--- config.mk ---
export PLATFORM = sky130hd
export DESIGN_NAME = sram_fifo_ctrl
export DESIGN_NICKNAME = d
export VERILOG_FILES = /design/src/rtl/sram_fifo_ctrl_pkg.sv /design/src/rtl/sram_fifo_ctrl.sv
export SDC_FILE = /design/constraint.sdc
export NUM_CORES = 1
export LEC_CHECK = 0
export BUFFER_PORTS_ARGS = -buffer_cell sky130_fd_sc_hd__buf_2
export CAP_MARGIN = 15
export CORE_MARGIN = 4
export CORE_UTILIZATION = 48
export CTS_CLUSTER_SIZE = 25
export DETAILED_ROUTE_END_ITERATION = 10
export PLACE_DENSITY = 0.85
export REMOVE_ABC_BUFFERS = 1
export SLEW_MARGIN = 20
export SYNTH_ARGS = -nofsm -noshare
export SYNTH_HDL_FRONTEND = slang
export SYNTH_SLANG_ARGS = --single-unit
--- constraint.sdc ---
create_clock -name clk -period 7.8 [get_ports clk]
set_input_delay 0.78 -clock clk [delete_from_list [all_inputs] [get_ports clk]]
set_output_delay 0.78 -clock clk [all_outputs]
set_load 0.02 [all_outputs]
--- src/rtl/sram_fifo_ctrl_pkg.sv ---
// rtl/sram_fifo_ctrl_pkg.sv - shared geometry constants for the FIFO controller and sram16x128
// Purpose: single source of truth for the 16-bit x 128-entry SRAM geometry.
// Ports: none (package).
package sram_fifo_ctrl_pkg;
   localparam int DATA_W  = 16;
   localparam int ADDR_W  = 7;
   localparam int DEPTH   = 1 << ADDR_W;
   localparam int COUNT_W = ADDR_W + 1;
endpackage

--- src/rtl/sram_fifo_ctrl.sv ---
// rtl/sram_fifo_ctrl.sv - circular-buffer FIFO controller driving a single-port sram16x128
// Purpose: turns a valid/ready push port and a pop-request port into SRAM
//    addr/we/re/inbits. Occupancy is tracked here; pop data comes straight
//    from the SRAM output with a registered valid one cycle after the pop.
// Ports:
//    clk, rst              - rising-edge clock, synchronous active-high reset
//    wr_valid/wr_data/wr_ready - push interface
//    rd_req                - pop request
//    rd_valid/rd_data      - pop data, valid one cycle after an accepted pop
//    full/empty/count      - occupancy (0..128)
//    sram_addr/sram_in/sram_we/sram_re/sram_out - SRAM master interface
module sram_fifo_ctrl
   import sram_fifo_ctrl_pkg::*;
(
   input  logic              clk,
   input  logic              rst,
   input  logic              wr_valid,
   input  logic [DATA_W-1:0] wr_data,
   output logic              wr_ready,
   input  logic              rd_req,
   output logic              rd_valid,
   output logic [DATA_W-1:0] rd_data,
   output logic              full,
   output logic              empty,
   output logic [COUNT_W-1:0] count,
   output logic [ADDR_W-1:0] sram_addr,
   output logic [DATA_W-1:0] sram_in,
   output logic              sram_we,
   output logic              sram_re,
   input  logic [DATA_W-1:0] sram_out
);

   logic [ADDR_W-1:0] wr_ptr;
   logic [ADDR_W-1:0] rd_ptr;
   logic              pop_go;
   logic              push_go;

   assign full  = (count == COUNT_W'(DEPTH));
   assign empty = (count == '0);

   // The SRAM is single-ported: a serviceable pop takes the port and the
   // push waits, so wr_ready must drop whenever a pop will be accepted.
   assign pop_go   = rd_req && !empty && !rst;
   assign wr_ready = !rst && !full && !(rd_req && !empty);
   assign push_go  = wr_valid && wr_ready;

   assign sram_we = push_go;
   assign sram_re = pop_go;
   assign sram_in = wr_data;
   assign rd_data = sram_out;

   // Idle cycles park the address on wr_ptr; reset parks it at zero since
   // wr_ptr still holds its old value during the reset cycle.
   always_comb begin
      sram_addr = wr_ptr;
      if (rst)
         sram_addr = '0;
      else if (pop_go)
         sram_addr = rd_ptr;
   end

   always_ff @(posedge clk) begin
      if (rst) begin
         wr_ptr   <= '0;
         rd_ptr   <= '0;
         count    <= '0;
         rd_valid <= 1'b0;
      end else begin
         rd_valid <= pop_go;
         // push_go and pop_go are mutually exclusive, so count moves by at most one.
         if (push_go) begin
            wr_ptr <= wr_ptr + 1'b1;
            count  <= count + 1'b1;
         end else if (pop_go) begin
            rd_ptr <= rd_ptr + 1'b1;
            count  <= count - 1'b1;
         end
      end
   end

endmodule

=== Word-level counts from Yosys, hierarchy flattened ===
Index checks and enable logic that the tools add are counted.

* Bits in registers: 23
* Input bits: 36
* Output and inout port bits: 53
* Word-level logic and storage cells: 26

* $add $sub $neg: 4
* Equality and inequality tests: 1
* Multiplexer cells: 4
* Bitwise gates (word level): 1
* Reductions and logical operators: 12

{| class="wikitable"
|+ Operators by type and width
! operator !! count
|-
| $mux 8 || 2
|-
| $add 7x1->7 const B || 2
|-
| $mux 7 || 2
|-
| $add 8x1->8 const B || 1
|-
| $eq 8x8->1 const B || 1
|-
| $logic_not 8->1 || 1
|-
| $sub 8x1->8 const B || 1
|-
| $logic_and 1x1->1 || 5
|-
| $logic_not 1->1 || 4
|-
| $reduce_and 2->1 || 1
|-
| $reduce_bool 2->1 || 1
|-
| $not 1->1 || 1
|}

=== Logic depth before layout (Yosys ltp) ===
* Depth in word-level cells: 8
* Gate-level depth with buffers: 10

=== Worst setup path after synthesis ===
Ideal clock, no wire load.

* Path type: register to register
* From: register count[3]
* To: register count[7]
* Library setup time: 0.123 ns
* Arrival: 2.932 ns
* Path slack: 4.744 ns
* Cell stages (with the launch flop): 11
* Buffers on the path: 1
* Period minus slack after synthesis: 3.056 ns
* Cell sequence: dfxtp_1 > or4_4 > buf_6 > o31a_1 > nand3_4 > ha_1 > a211oi_1 > o21ai_0 > a31oi_1 > mux2i_1 > mux2_1

* Word-level cells in the longest chain between the ends: 7
* Elaborated cells between the ends (all ways): 15
* Those cells by class: add/sub: 2; eq/ne: 1; mux: 2; reduce/logical: 10

{| class="wikitable"
|+ RTL lines
! element !! RTL line !! RTL
|-
| start, declared || sram_fifo_ctrl.sv:25 || <nowiki>output logic [COUNT_W-1:0] count,</nowiki>
|-
| start signal, assigned || sram_fifo_ctrl.sv:73 || <nowiki>count <= count + 1'b1;</nowiki>
|-
| start signal, assigned || sram_fifo_ctrl.sv:76 || <nowiki>count <= count - 1'b1;</nowiki>
|-
| parallel branches: the longest is 7 deep, another holds $sub 8x1->8 || n/a ||
|}

Parallel ways; which one is timed is not known. The select of a mux whose other input is x is not followed.
A chain may end at the register's enable or synchronous reset.

=== Final worst setup path ===
* From: register count[3]
* To: output port sram_addr[0]

* Word-level cells in the longest chain between the ends: 6

{| class="wikitable"
|+ RTL lines
! element !! RTL line !! RTL
|-
| $logic_not 8->1 || sram_fifo_ctrl.sv:39 || <nowiki>assign empty = (count == '0);</nowiki>
|-
| $logic_not 1->1 || sram_fifo_ctrl.sv:43 || <nowiki>assign pop_go = rd_req && !empty && !rst;</nowiki>
|-
| $logic_and 1x1->1 (2 in a row) || sram_fifo_ctrl.sv:43 ||
|-
| $mux 7 || sram_fifo_ctrl.sv:58 || <nowiki>else if (pop_go)</nowiki>
|-
| $mux 7 || sram_fifo_ctrl.sv:56 || <nowiki>if (rst)</nowiki>
|-
| end, declared || sram_fifo_ctrl.sv:26 || <nowiki>output logic [ADDR_W-1:0] sram_addr,</nowiki>
|}

Every way passes these cells.

==> impl_metrics.csv <==
group,metric,value,unit
synth,syn_avg_cell_area,8.21,µm²
sta,slew_headroom,48.8,%
sta,setup_viol,0,
cells_and_area,syn_to_final_growth,-4.32,%
synth,synth_top_cells_by_count,"buf_4, dfxtp_1, nand2_1",
worst_hold_path,worstHoldPathCells,2,
power,power,0.000509,W
route,first_pass_iters,4,
synth,synth-seq-cells,23,
synth,synth_ff_type,"dfxtp_1",
clocking,hold_buffers,0,
cells_and_area,drive_above_1_share,17.9,%
synth,synth_fa_ha_area_share,7.28,%
power,ir_drop,257,µV
synth,ys.warnings.count,0,
setup_path,cp_max_fo,17,
synth,synth_top_family_by_area,"simple AND/OR/NAND/NOR gates",
place,placed_cell_area,1550,µm²
sta,finalClockSkew,0.0101,ns
setup_path,crit_type,"register to output pin",
sta,fin_crit,3.19,ns
setup_path,reg2reg_depth,9,
sta,finalSetupTns,0,ns
sta,tightest_slew,0.764,ns
cells_and_area,fin_area,1580,µm²
clocking,cts_setup_buffers,0,
die,rows,21,
die,die-width,66.6,µm
route,num_vias,1320,
worst_hold_path,min_path_type,"register to register",
synth,yosysSeqAreaShare,27.9,%
sta,timing.fmax,314,MHz
clocking,worstSkewPairLatency,0.33,ns
sta,drv_slew,0,
route,drcViolationCount,0,
setup_path,rrSetupSlack,4.71,ns
synth,synthCells,201,
die,die-area,4440,µm²
sta,hold_viol,0,
clocking,clkTransAtPathRegs,0.14,ns
global_routing,grt_usage,20.6,%
place,place.port_buffers,24,
power,power_density,322,nW/µm²
worst_hold_path,min_to,"count[5]",
synth,synth_compound_area_share,15.4,%
setup_path,crit_chain,"or4_4, o31ai_4, nand2_1, a21oi_1, buf_2",
synth,synth-simple-area-share,19.3,%
setup_path,crit_arrival,2.41,ns
synth,synth_edf_count,0,
synth,synth_area,1650,µm²
clocking,numCtsBuffers,3,
synth,synth_top_area_cell,"dfxtp_1",
global_routing,antenna_found_initial,0,
setup_path,max_stage_delay,0.62,ns
worst_hold_path,hp-start,"count[5]",
setup_path,r2r-start,"count[3]",
sta,period_share,40.9,%
setup_path,timing.rr.end,"count[7]",
synth,yosysMostFrequentCell,"buf_4",
clocking,cts_tree,"built",
route,viasPerCell,5.59,
place,routabilityCongestion,0.823,
run,drv_cap,0,
clocking,ctsResizeCount,0,
global_routing,grt_pass1_wl,6670,µm
global_routing,grt_pass1_vias,1257,
sta,rsz0062_at_grt,"no",
global_routing,grt_max_degree,34,
die,initial_utilization,49.5,%
clocking,clockBufferDepth,2,
clocking,htree_levels,1,
setup_path,cp_slowest_cell,"or4_4",
cells_and_area,diodes,0,
clocking,clock_sinks,23,
route,initialDrtViolationCount,78,
setup_path,end_kind,"output pin",
synth,synthMuxAreaShare,4.32,%
synth,synth.area.top_cells,"dfxtp_1, buf_4, ha_1, nand2_1, xnor2_1",
route,drt_wl_total,4260,µm
run_status,outcome,"finished, final reports clean",
synth,synth.distinct_cells,37,
place,place_hpwl,3230,µm
setup_path,required,7.02,ns
clocking,root_buffer,"clkbuf_4",
cells_and_area,nets,236,
synth,synth_xor_area_share,7.43,%
synth,post-synth-top-area-fraction,27.9,%
setup_path,cp-start-kind,"register",
global_routing,grt-ovfl-total,0,
die,die_h,66.6,µm
power,p_leak,0.641,nW
synth,postSynth.asyncResetShare,0,%
die,fp.coreArea,3340,µm²
route,wl_per_cell,18.1,µm
die,io_pins,89,
route,drtAntennaViolNets,0,
==> how the worst max path moves through the flow <==
stage | start | endpoint | slack (ns) | cells after the start
floorplan | count[3] | count[7] | 4.79 | 9
global placement | rst | count[7] | 4.50 | 10
detailed placement | rst | count[7] | 4.44 | 10
CTS | count[3] | sram_addr[0] | 4.59 | 5
global route | count[3] | sram_addr[6] | 4.41 | 5
finish | count[3] | sram_addr[0] | 4.61 | 5
==> critical path, delay by kind of cell (launching register included) <==
| kind | cells | cell delay (ns) |
|---|---|---|
| AOI/OAI and AO/OA | 2 | 0.78 |
| and+or+nand+nor | 2 | 0.74 |
| DFF | 1 | 0.36 |
| buffers and inverters | 1 | 0.19 |
==> layer usage <==
metal / GRT usage (%) / routed length [µm] / up-vias
met2: 26.5 / 1710 / 77
met3: 17.4 / 726 / 4
met1: 24.8 / 1800 / 607
met5: 13.9 / 0 / -
li1: - / - / 632
met4: 4.31 / 26 / 0
==> cells by family after synthesis <==
| group | Yosys count |
|---|---|
| flip-flops | 23 |
| adder cells (fa/ha/maj) | 9 |
| XOR/XNOR | 14 |
| buffers and inverters | 46 |
| AND/OR/NAND/NOR | 66 |
| AO/OA/AOI/OAI | 36 |
| multiplexers | 7 |
==> registers in the layout, indices dropped and copies added, names as in the netlist <==
register  count
rd_valid      1
rd_ptr        7
count         8
wr_ptr        7
==> stage by stage <==
| step | cells | hold WS, ns | setup WS [ns] | util, % |
|---|---|---|---|---|
| 6_report | 236 | 0.515 | 4.61 | 47.3 |
| 5_1_grt | 236 | 0.547 | 4.41 | 47.3 |
| 4_1_cts | 236 | 0.521 | 4.59 | 47.3 |
| 3_5_place_dp | 232 | 0.500 | 4.44 | 46.5 |
| 3_3_place_gp | 232 | 0.495 | 4.50 | 46.5 |
| 2_1_floorplan | 162 | 0.459 | 4.79 | - |
==> final cells by class <==
class / instances / area, µm²
timing repair buffer: 24 / 120
clock buffer: 3 / 22.5
clock inverter: 1 / 5.00
fill: 342 / 1760
tap: 46 / 57.6
multi-input combinational: 132 / 887
inverter: 7 / 26.3
sequential: 23 / 460
==> power by group <==
| group | leakage, nW | switching [W] | internal (W) |
|---|---|---|---|
| registers | 0.188 | 0.0000263 | 0.000139 |
| logic | 0.435 | 0.000165 | 0.000120 |
| clock network | 0.0177 | 0.0000391 | 0.0000193 |
==> placed cells by master, fill, tap and decap left out, types with 2 or more instances in the layout <==
master / Yosys / layout
a21oi_1: 15 / 15
mux2i_1: 6 / 6
o21ai_0: 6 / 6
nor3_1: 8 / 8
ha_1: 8 / 8
nand2_1: 22 / 22
o31a_1: 2 / 2
buf_2: 2 / 24
a21o_1: 3 / 3
nor2_1: 19 / 19
inv_1: 7 / 7
dfxtp_1: 23 / 23
nand3_1: 2 / 2
a211oi_1: 2 / 2
nand4_1: 4 / 4
xor2_1: 5 / 5
clkbuf_4: 0 / 3
xnor2_1: 9 / 9
or3_1: 4 / 4
and2_1: 2 / 2
Note: power is estimated with default switching activity, not from simulation.
